File: src/rtl/alu_pkg.sv
// ALU package: operation codes shared with the ALU, plus the branch
// condition codes and flag-register layout used by the result stage.
//   alu_op_e : ALU control code (arithmetic ops have bit 1 clear)
//   cond_e   : branch condition select evaluated on the flag register
//   flags_t  : architectural flag register {zero, sign, overflow}
package alu_pkg;

    typedef enum logic [1:0] {
        ALU_ADD      = 2'd0,
        ALU_SUBTRACT = 2'd1,
        ALU_BITW_OR  = 2'd2,
        ALU_BITW_AND = 2'd3
    } alu_op_e;

    typedef enum logic [2:0] {
        COND_ALWAYS = 3'd0,
        COND_EQ     = 3'd1,
        COND_NE     = 3'd2,
        COND_LT     = 3'd3,
        COND_GE     = 3'd4,
        COND_OVF    = 3'd5,
        COND_NEG    = 3'd6,
        COND_NEVER  = 3'd7
    } cond_e;

    typedef struct packed {
        logic zero;
        logic sign;
        logic overflow;
    } flags_t;

    // Logical ops (or/and) cannot overflow; they share op bit 1.
    function automatic logic is_logical_op(input alu_op_e op);
        return op[1];
    endfunction

endpackage

File: src/rtl/result_skid_buf.sv
// Generic 2-entry skid buffer.
//   in_valid/in_ready/in_data    : upstream handshake; in_ready is a flop
//   out_valid/out_ready/out_data : downstream handshake, head = main entry
//   flush                        : drop both entries at the next edge
//   occupancy                    : entries held (0..2)
// Upstream ready is ~skid_vld taken from a register, so it never depends
// combinationally on out_ready.
module result_skid_buf #(
    parameter int PAYLOAD_W = 20
) (
    input  logic                 clk,
    input  logic                 rst_n,
    input  logic                 flush,
    input  logic                 in_valid,
    output logic                 in_ready,
    input  logic [PAYLOAD_W-1:0] in_data,
    output logic                 out_valid,
    input  logic                 out_ready,
    output logic [PAYLOAD_W-1:0] out_data,
    output logic [1:0]           occupancy
);

    logic                 main_vld, skid_vld, rdy_q;
    logic                 main_vld_nx, skid_vld_nx;
    logic [PAYLOAD_W-1:0] main_data, skid_data;
    logic [PAYLOAD_W-1:0] main_data_nx, skid_data_nx;
    logic                 accept, drain;

    assign accept = in_valid & rdy_q;
    assign drain  = main_vld & out_ready;

    always_comb begin
        main_vld_nx  = main_vld;
        skid_vld_nx  = skid_vld;
        main_data_nx = main_data;
        skid_data_nx = skid_data;
        if (flush) begin
            // Data registers are left alone so outputs hold while invalid.
            main_vld_nx = 1'b0;
            skid_vld_nx = 1'b0;
        end else if (drain && skid_vld) begin
            // in_ready is low here, so no accept can collide with the move.
            main_data_nx = skid_data;
            skid_vld_nx  = 1'b0;
        end else if (drain || !main_vld) begin
            main_vld_nx = accept;
            if (accept) main_data_nx = in_data;
        end else if (accept) begin
            skid_vld_nx  = 1'b1;
            skid_data_nx = in_data;
        end
    end

    always_ff @(posedge clk or negedge rst_n) begin
        if (!rst_n) begin
            main_vld  <= 1'b0;
            skid_vld  <= 1'b0;
            rdy_q     <= 1'b1;
            main_data <= '0;
            skid_data <= '0;
        end else begin
            main_vld  <= main_vld_nx;
            skid_vld  <= skid_vld_nx;
            rdy_q     <= ~skid_vld_nx;
            main_data <= main_data_nx;
            skid_data <= skid_data_nx;
        end
    end

    assign in_ready  = rdy_q;
    assign out_valid = main_vld;
    assign out_data  = main_data;
    assign occupancy = {1'b0, main_vld} + {1'b0, skid_vld};

endmodule

File: src/rtl/alu_result_stage.sv
// Execute-stage output register behind the ALU.
//   in_*      : ALU result, status, op code, flag-write enable, dest tag
//   out_*     : head-of-buffer result and dest tag (qualify with out_valid)
//   flush     : discard buffered results at the next edge
//   occupancy : entries held (0..2)
//   flags     : {zero, sign, overflow} architectural flag register
//   cond_sel  : branch condition select; cond_true is its value on flags
module alu_result_stage
    import alu_pkg::*;
#(
    parameter int DATA_W = 16,
    parameter int TAG_W  = 4
) (
    input  logic              clk,
    input  logic              rst_n,
    input  logic              in_valid,
    output logic              in_ready,
    input  logic [DATA_W-1:0] in_result,
    input  logic              in_zero,
    input  logic              in_sign,
    input  logic              in_overflow,
    input  logic [1:0]        in_op,
    input  logic              in_flags_we,
    input  logic [TAG_W-1:0]  in_dest,
    input  logic              flush,
    output logic              out_valid,
    input  logic              out_ready,
    output logic [DATA_W-1:0] out_result,
    output logic [TAG_W-1:0]  out_dest,
    output logic [1:0]        occupancy,
    output logic [2:0]        flags,
    input  logic [2:0]        cond_sel,
    output logic              cond_true
);

    localparam int PAYLOAD_W = DATA_W + TAG_W;

    logic [PAYLOAD_W-1:0] head_data;
    logic                 accept;
    flags_t               flags_q;
    cond_e                cond;

    result_skid_buf #(
        .PAYLOAD_W (PAYLOAD_W)
    ) u_skid (
        .clk       (clk),
        .rst_n     (rst_n),
        .flush     (flush),
        .in_valid  (in_valid),
        .in_ready  (in_ready),
        .in_data   ({in_result, in_dest}),
        .out_valid (out_valid),
        .out_ready (out_ready),
        .out_data  (head_data),
        .occupancy (occupancy)
    );

    assign {out_result, out_dest} = head_data;
    assign accept = in_valid & in_ready;

    // Flags follow program order: they change when the producing result is
    // accepted, not when it drains. A flushed accept never lands.
    always_ff @(posedge clk or negedge rst_n) begin
        if (!rst_n) begin
            flags_q <= '0;
        end else if (accept && in_flags_we && !flush) begin
            flags_q.zero     <= in_zero;
            flags_q.sign     <= in_sign;
            flags_q.overflow <= in_overflow & ~is_logical_op(alu_op_e'(in_op));
        end
    end

    assign flags = flags_q;
    assign cond  = cond_e'(cond_sel);

    always_comb begin
        cond_true = 1'b0;
        case (cond)
            COND_ALWAYS: cond_true = 1'b1;
            COND_EQ:     cond_true = flags_q.zero;
            COND_NE:     cond_true = ~flags_q.zero;
            COND_LT:     cond_true = flags_q.sign ^ flags_q.overflow;
            COND_GE:     cond_true = ~(flags_q.sign ^ flags_q.overflow);
            COND_OVF:    cond_true = flags_q.overflow;
            COND_NEG:    cond_true = flags_q.sign;
            COND_NEVER:  cond_true = 1'b0;
            default:     cond_true = 1'b0;
        endcase
    end

endmodule

File: config.mk
export PLATFORM = sky130hd
export DESIGN_NAME = alu_result_stage
export DESIGN_NICKNAME = d
export VERILOG_FILES = /design/src/rtl/alu_pkg.sv /design/src/rtl/result_skid_buf.sv /design/src/rtl/alu_result_stage.sv
export SDC_FILE = /design/constraint.sdc
export NUM_CORES = 1
export LEC_CHECK = 0
export CAP_MARGIN = 5
export CORE_ASPECT_RATIO = 0.75
export CORE_UTILIZATION = 52
export DETAILED_ROUTE_END_ITERATION = 7
export PLACE_DENSITY = 0.84
export SLEW_MARGIN = 30
export SYNTH_ARGS = -nofsm -noshare
export SYNTH_HDL_FRONTEND = slang
export SYNTH_SLANG_ARGS = --single-unit
File: constraint.sdc
create_clock -name clk -period 2.8 [get_ports clk]
set_input_delay 0.56 -clock clk [delete_from_list [all_inputs] [get_ports clk]]
set_output_delay 0.56 -clock clk [all_outputs]
set_load 0.02 [all_outputs]
==> results of run 1 <==
## Yosys cell counts
cell type  count
a21oi_1        2
and3b_1        1
a221oi_2       1
nand4b_1       1
mux2_2        23
ha_1           1
nor3b_1        1
mux2_4        38
o21ai_0        6
buf_4          2
nand3_4        1
buf_6          4
nor2b_1        5
and3_1         1
o21a_1         1
inv_1          1
nor2_1         1
dfstp_2        1
nand2b_1       1
nand2_2        1
dfrtp_1       45
mux2_1         1
nand2_1        2
nor4b_4        1
o2111a_1       1
## power groups by stage
stage,Sequential (mW),Combinational (mW),Clock (mW)
after floorplan,0.979,0.237,0
after global placement,0.903,0.549,0
after detailed placement,0.918,0.565,0
after CTS,0.906,0.565,0.427
after global routing,0.925,0.593,0.455
final,0.906,0.559,0.417
## worst min path at each step
stage	slack, ns	to	start
3_5_place_dp	0.50	u_skid.out_data[14]$_DFFE_PN0P_	u_skid.out_data[14]$_DFFE_PN0P_
5_1_grt	0.27	u_skid.skid_data[10]$_DFFE_PN0P_	rst_n
2_1_floorplan	0.26	flags[0]$_DFFE_PN0P_	rst_n
6_report	0.24	u_skid.skid_data[6]$_DFFE_PN0P_	rst_n
4_1_cts	0.44	u_skid.out_data[12]$_DFFE_PN0P_	rst_n
3_3_place_gp	0.47	u_skid.skid_data[5]$_DFFE_PN0P_	u_skid.skid_data[5]$_DFFE_PN0P_
## cells in the final DEF, fill, tap and decap left out, drive strengths merged
cell	instances
mux2	62
clkdlybuf4s50	58
dfrtp	45
clkbuf	7
o21ai	6
nor2b	5
buf	4
nand2	3
a21oi	2
nor2	1
and3b	1
and3	1
nor3b	1
o2111a	1
nor4b	1
nand3	1
o21a	1
nand4b	1
nand2b	1
inv	1
a221oi	1
ha	1
clkinv	1
dlygate4sd2	1
dfstp	1
## cell type report
cell class	instances	area share [%]
inverter	1	0.125
multi-input combinational	90	35.5
sequential	46	38.4
timing repair buffer	63	20.6
clock buffer	7	2.88
tap	55	2.29
clock inverter	1	0.167
## through the flow
stage | util (%) | setup WS, ns
floorplan | - | 1.09
global route | 72.7 | 0.164
detailed placement | 70.5 | -0.0238
finish | 72.7 | 0.239
CTS | 72.6 | 0.238
global placement | 70.5 | 0.0955
## registers in the layout, indices dropped and copies added, names as in the netlist
name and cells:
u_skid.out_data 20, u_skid.skid_data 20, flags 3, u_skid.in_ready 1
u_skid.out_valid 1, u_skid.skid_vld 1
## routing by layer
layer / GRT usage, % / share of wire (%)
met5: 0 / 0
met4: 5.56 / 0.82
met1: 25.3 / 46
met3: 7.54 / 6.7
met2: 33.3 / 46
## cell families after synthesis
family                     after synthesis
muxes                                   62
DFF                                     46
and+or+nand+nor                         16
AOI/OAI and AO/OA                       11
buffers and inverters                    7
adders and majority gates                1
==> impl_metrics.toml, run 1 <==
[power]
peakVddDrop_uv = 435
power_frac_seq_pct = 48.1
power.total_mw = 1.88
power_density_nw_per_um2 = 627
netSwitchingFraction_pct = 28.1
pwr-share-clk_pct = 22.1
power.switching_mw = 0.528
combPwrFrac_pct = 29.7
p_leak_nw = 1.35
intPower_mw = 1.35

[clock_network]
clkTransAtPathRegs_ns = 0.08
post-cts-setup-buffer-count = 0
cts_tree = "yes"
cts-htree-levels = 2
clock_latency_ns = 0.31
cts_resized = 1
cts-root-buf = "clkbuf_8"
cts_buffers = 5
cts_buffer_depth = 2
cts.sinks = 46
cts_hold_buf = 0

[finish]
layout.nets = 242
diodes = 0
area_delta_synth_final_pct = 32.2
seq_area_um2 = 1150
fill_cells = 288
final_area_um2 = 3000
drive_gt1_share_pct = 37.0
multi_input_area_um2 = 1070
stdcell_count = 263

[routing]
viasPerCell = 5.24
ant_nets = 0
route.detailed.drc = 0
routed_wl_mm = 4.27
drtIter0Drc = 49
first_pass_iters = 4
via_count = 1379
wl_per_cell_um = 16.2

[yosys]
postSynthAreaPerCell_um2 = 15.9
yosysSeqAreaShare_pct = 50.7
synth_top_area_cell = "dfrtp_1"
syn-num-nets = 178
synthMuxAreaShare_pct = 37.0
synth-compound-area-share_pct = 3.25
ys_types = 25
synth_area_um2 = 2270
synthAdderAreaFrac_pct = 0.551
synthCells = 143
yosys_warnings = 0
yosys.area_share.simple_pct = 5.62
synth_top_family_by_area = "multiplexers"
synth_xor_area_share_pct = 0
synth.area.top_cells = "dfrtp_1 (50%), mux2_4 (25%), mux2_2 (11%), buf_6 (2.0%), nor2b_1 (1.4%)"
ys_ff_latch = 46
yosysTopAreaCellShare_pct = 49.6

[setup_path]
critPathCaptureType = "output pin"
crit_slowest_cell = "clkdlybuf4s50_1"
cp-start-kind = "input port"
r2r-end = "u_skid.out_data[0]$_DFFE_PN0P_"
worstSetupPathType = "in -> out"
path_depth = 5
max_stage_delay_ns = 0.48
path_cells = "clkdlybuf4s50_1 -> and3_1 -> o21ai_0 -> o2111a_1 -> dlygate4sd2_1"
worst-r2r-cell-count = 3
crit_fanout = 6
rrSetupSlack_ns = 1.02
critPathTopFamily = "buffers and inverters"
crit_buf_inv = 2
required_ns = 2.24
cp.arrival_ns = 2.00
r2r_start = "u_skid.out_valid$_DFFE_PN0P_"
worstSetupEndpoint = "cond_true"
cp-startpoint = "cond_sel[1]"

[die]
die_height_um = 59.2
num_io_pins = 62
initial_core_util_pct = 55.0
die_w_um = 78.3
rows = 20
dieArea_um2 = 4640
core_area_um2 = 4130

[global_route]
grt_max_degree = 47
globalRouteTotalUtil_pct = 20.2
globalRoute.totalOverflow = 0
antenna_found_initial = 0
grt_pass1_wl_mm = 6.85
grt_pass1_vias = 1442

[timing]
worst_clock_skew_ns = 0.0104
whs_ns = 0.237
tightest_slew_ns = 0.555
min_period_ns = 2.56
min_period_over_period_pct = 91.4
hold_viol = 0
setup_tns_ns = 0
fmax_mhz = 391
max-slew-margin-rel_pct = 63.0
maxSlewViolCount = 0
finalSetupViolCount = 0
rsz0062_at_grt = "false"

[hold_path]
hold_class = "in -> async"

[flow_run]
maxCapViolCount = 0

[place]
dpl_cell_area_um2 = 2910
portBuffers = 60
hpwl_mm = 2.96
place.gp.congestion = 0.742
dp_cells = 255

[outcome]
status = "completed"
(Power assumes the default switching activity.)
==> run 2: changes to the inputs <==
--- a/config.mk
+++ b/config.mk
@@ -8,6 +8,7 @@
 export CAP_MARGIN = 5
 export CORE_ASPECT_RATIO = 0.75
 export CORE_UTILIZATION = 52
+export CTS_CLUSTER_SIZE = 24
 export DETAILED_ROUTE_END_ITERATION = 7
 export PLACE_DENSITY = 0.84
 export SLEW_MARGIN = 30
==> results of run 2 <==
No change in the layout: final DEF, timing and power equal those of run 1.
==> patch: new RTL, flow settings as in run 2 <==
`main_data` and `skid_data` no longer have a reset.
--- a/src/rtl/result_skid_buf.sv
+++ b/src/rtl/result_skid_buf.sv
@@ -56,15 +56,16 @@
             main_vld  <= 1'b0;
             skid_vld  <= 1'b0;
             rdy_q     <= 1'b1;
-            main_data <= '0;
-            skid_data <= '0;
         end else begin
             main_vld  <= main_vld_nx;
             skid_vld  <= skid_vld_nx;
             rdy_q     <= ~skid_vld_nx;
-            main_data <= main_data_nx;
-            skid_data <= skid_data_nx;
         end
+    end
+
+    always_ff @(posedge clk) begin
+        main_data <= main_data_nx;
+        skid_data <= skid_data_nx;
     end
 
     assign in_ready  = rdy_q;
Behaviour: not the same (Yosys sat finds a counterexample within 4 cycles, from zero or initial values and one cycle with rst_n low).
==> patch against run 2 <==
The flow now finishes with violations (design-rule violations); non-clock buffer count is 2 lower; global-route usage is 1.1 points lower; design area is 13% lower; wire length is 20% lower; utilization is 5.3 points higher; worst setup slack worse by 21 ps; highest routed layer unchanged; sequential cell count stayed put; synthesized area is 18% lower; via count is 22% lower; count of clock-buffer cells in the layout stayed put.
Power is not compared: it rests on default switching activity, and its combinational part moved more than twofold at a synthesized area within 25%.
==> patch: results <==
export IMPL_cp_max_fo=4
export IMPL_inverters_excl_clock=3
export IMPL_detailed_placement_hpwl_microns=2458
export IMPL_global_route_wire_length_before_repair_microns=5202
export IMPL_finalNetCount=201
export IMPL_post_place_ws_ps=4.673
export IMPL_detail_route_wirelength_microns=3402
export IMPL_grt_start_max_net_pins=23
export IMPL_placementRows=18
export IMPL_grtUsageTotal=0.1902
export IMPL_post_synth_edffs=40
export IMPL_vias_per_std_cell=5.174
export IMPL_violations="design-rule violations"
export IMPL_synth_common_cells="40 x sky130_fd_sc_hd__edfxtp_1, 18 x sky130_fd_sc_hd__mux2_4, 6 x sky130_fd_sc_hd__nand2_1"
export IMPL_drc_violations_left=6
export IMPL_worst_endpoint_arrival_ps=2020
export IMPL_insertion_delay_ps=280
export IMPL_layout_comb_gates_multi_input=49
export IMPL_drive_above_1_share=0.2036
export IMPL_clock_skew_ps=3.763
export IMPL_status="finished with violations"
export IMPL_synth_flop_cell="sky130_fd_sc_hd__edfxtp_1"
export IMPL_netlist_top_cells_area="sky130_fd_sc_hd__edfxtp_1 64%, sky130_fd_sc_hd__mux2_4 14%, sky130_fd_sc_hd__dfrtp_1 6.7%"
export IMPL_detailedRoute_firstPassIterationCount=6
export IMPL_seq_share=0.5165
-- patch: cells by family (layout without fill, tap and decap cells) --
family,after synthesis,in the layout,share of synthesized area
multiplexers,23,23,0.1745
buffers and inverters,5,72,0.01805
AND/OR/NAND/NOR,15,15,0.04479
flip-flops,46,46,0.7226
adder cells (fa/ha/maj),1,1,0.006683
AO/OA/AOI/OAI,10,10,0.03343
-- patch: final timing paths --
check                                                  to  slack (ps)  cells past startpoint
max reg2reg                u_skid.skid_data[19]$_DFFE_PP_        1110                      3
min in group clk             u_skid.out_data[2]$_DFFE_PP_         550                      1
max                                             cond_true         220                      6
max in group asynchronous       u_skid.in_ready$_DFF_PN1_        2000                      1
min reg2reg                  u_skid.out_data[2]$_DFFE_PP_         550                      1
min                                  flags[1]$_DFFE_PN0P_         520                      1
-- patch: critical path, delay by kind of cell --
kind	cells	cell delay, ps
buf+inv	3	870
simple gates	1	360
compound gates	2	220
-- patch: power by group through the flow --
| stage | Combinational (mW) | Sequential (mW) | Clock (mW) |
|---|---|---|---|
| 2_1_floorplan | 0.0651 | 0.840 | 0 |
| 3_3_place_gp | 0.208 | 0.811 | 0 |
| 3_5_place_dp | 0.217 | 0.813 | 0 |
| 4_1_cts | 0.216 | 0.798 | 0.476 |
| 5_1_grt | 0.226 | 0.801 | 0.505 |
| 6_report | 0.214 | 0.797 | 0.464 |
-- patch: stage by stage --
stage	hold WS, ps	std cells	utilization
final	522.8	207	0.7804
after global routing	526.2	207	0.7804
after CTS	511.7	207	0.7804
after detailed placement	533.2	199	0.7491
after global placement	532.1	199	0.7491
after floorplan	264.4	100	-
-- patch: per-layer routing --
layer / routed length, microns / vias up
met3: 171 / 5
met1: 1376 / 523
li1: - / 511
met5: 0 / -
met2: 1811 / 32
met4: 42 / 0
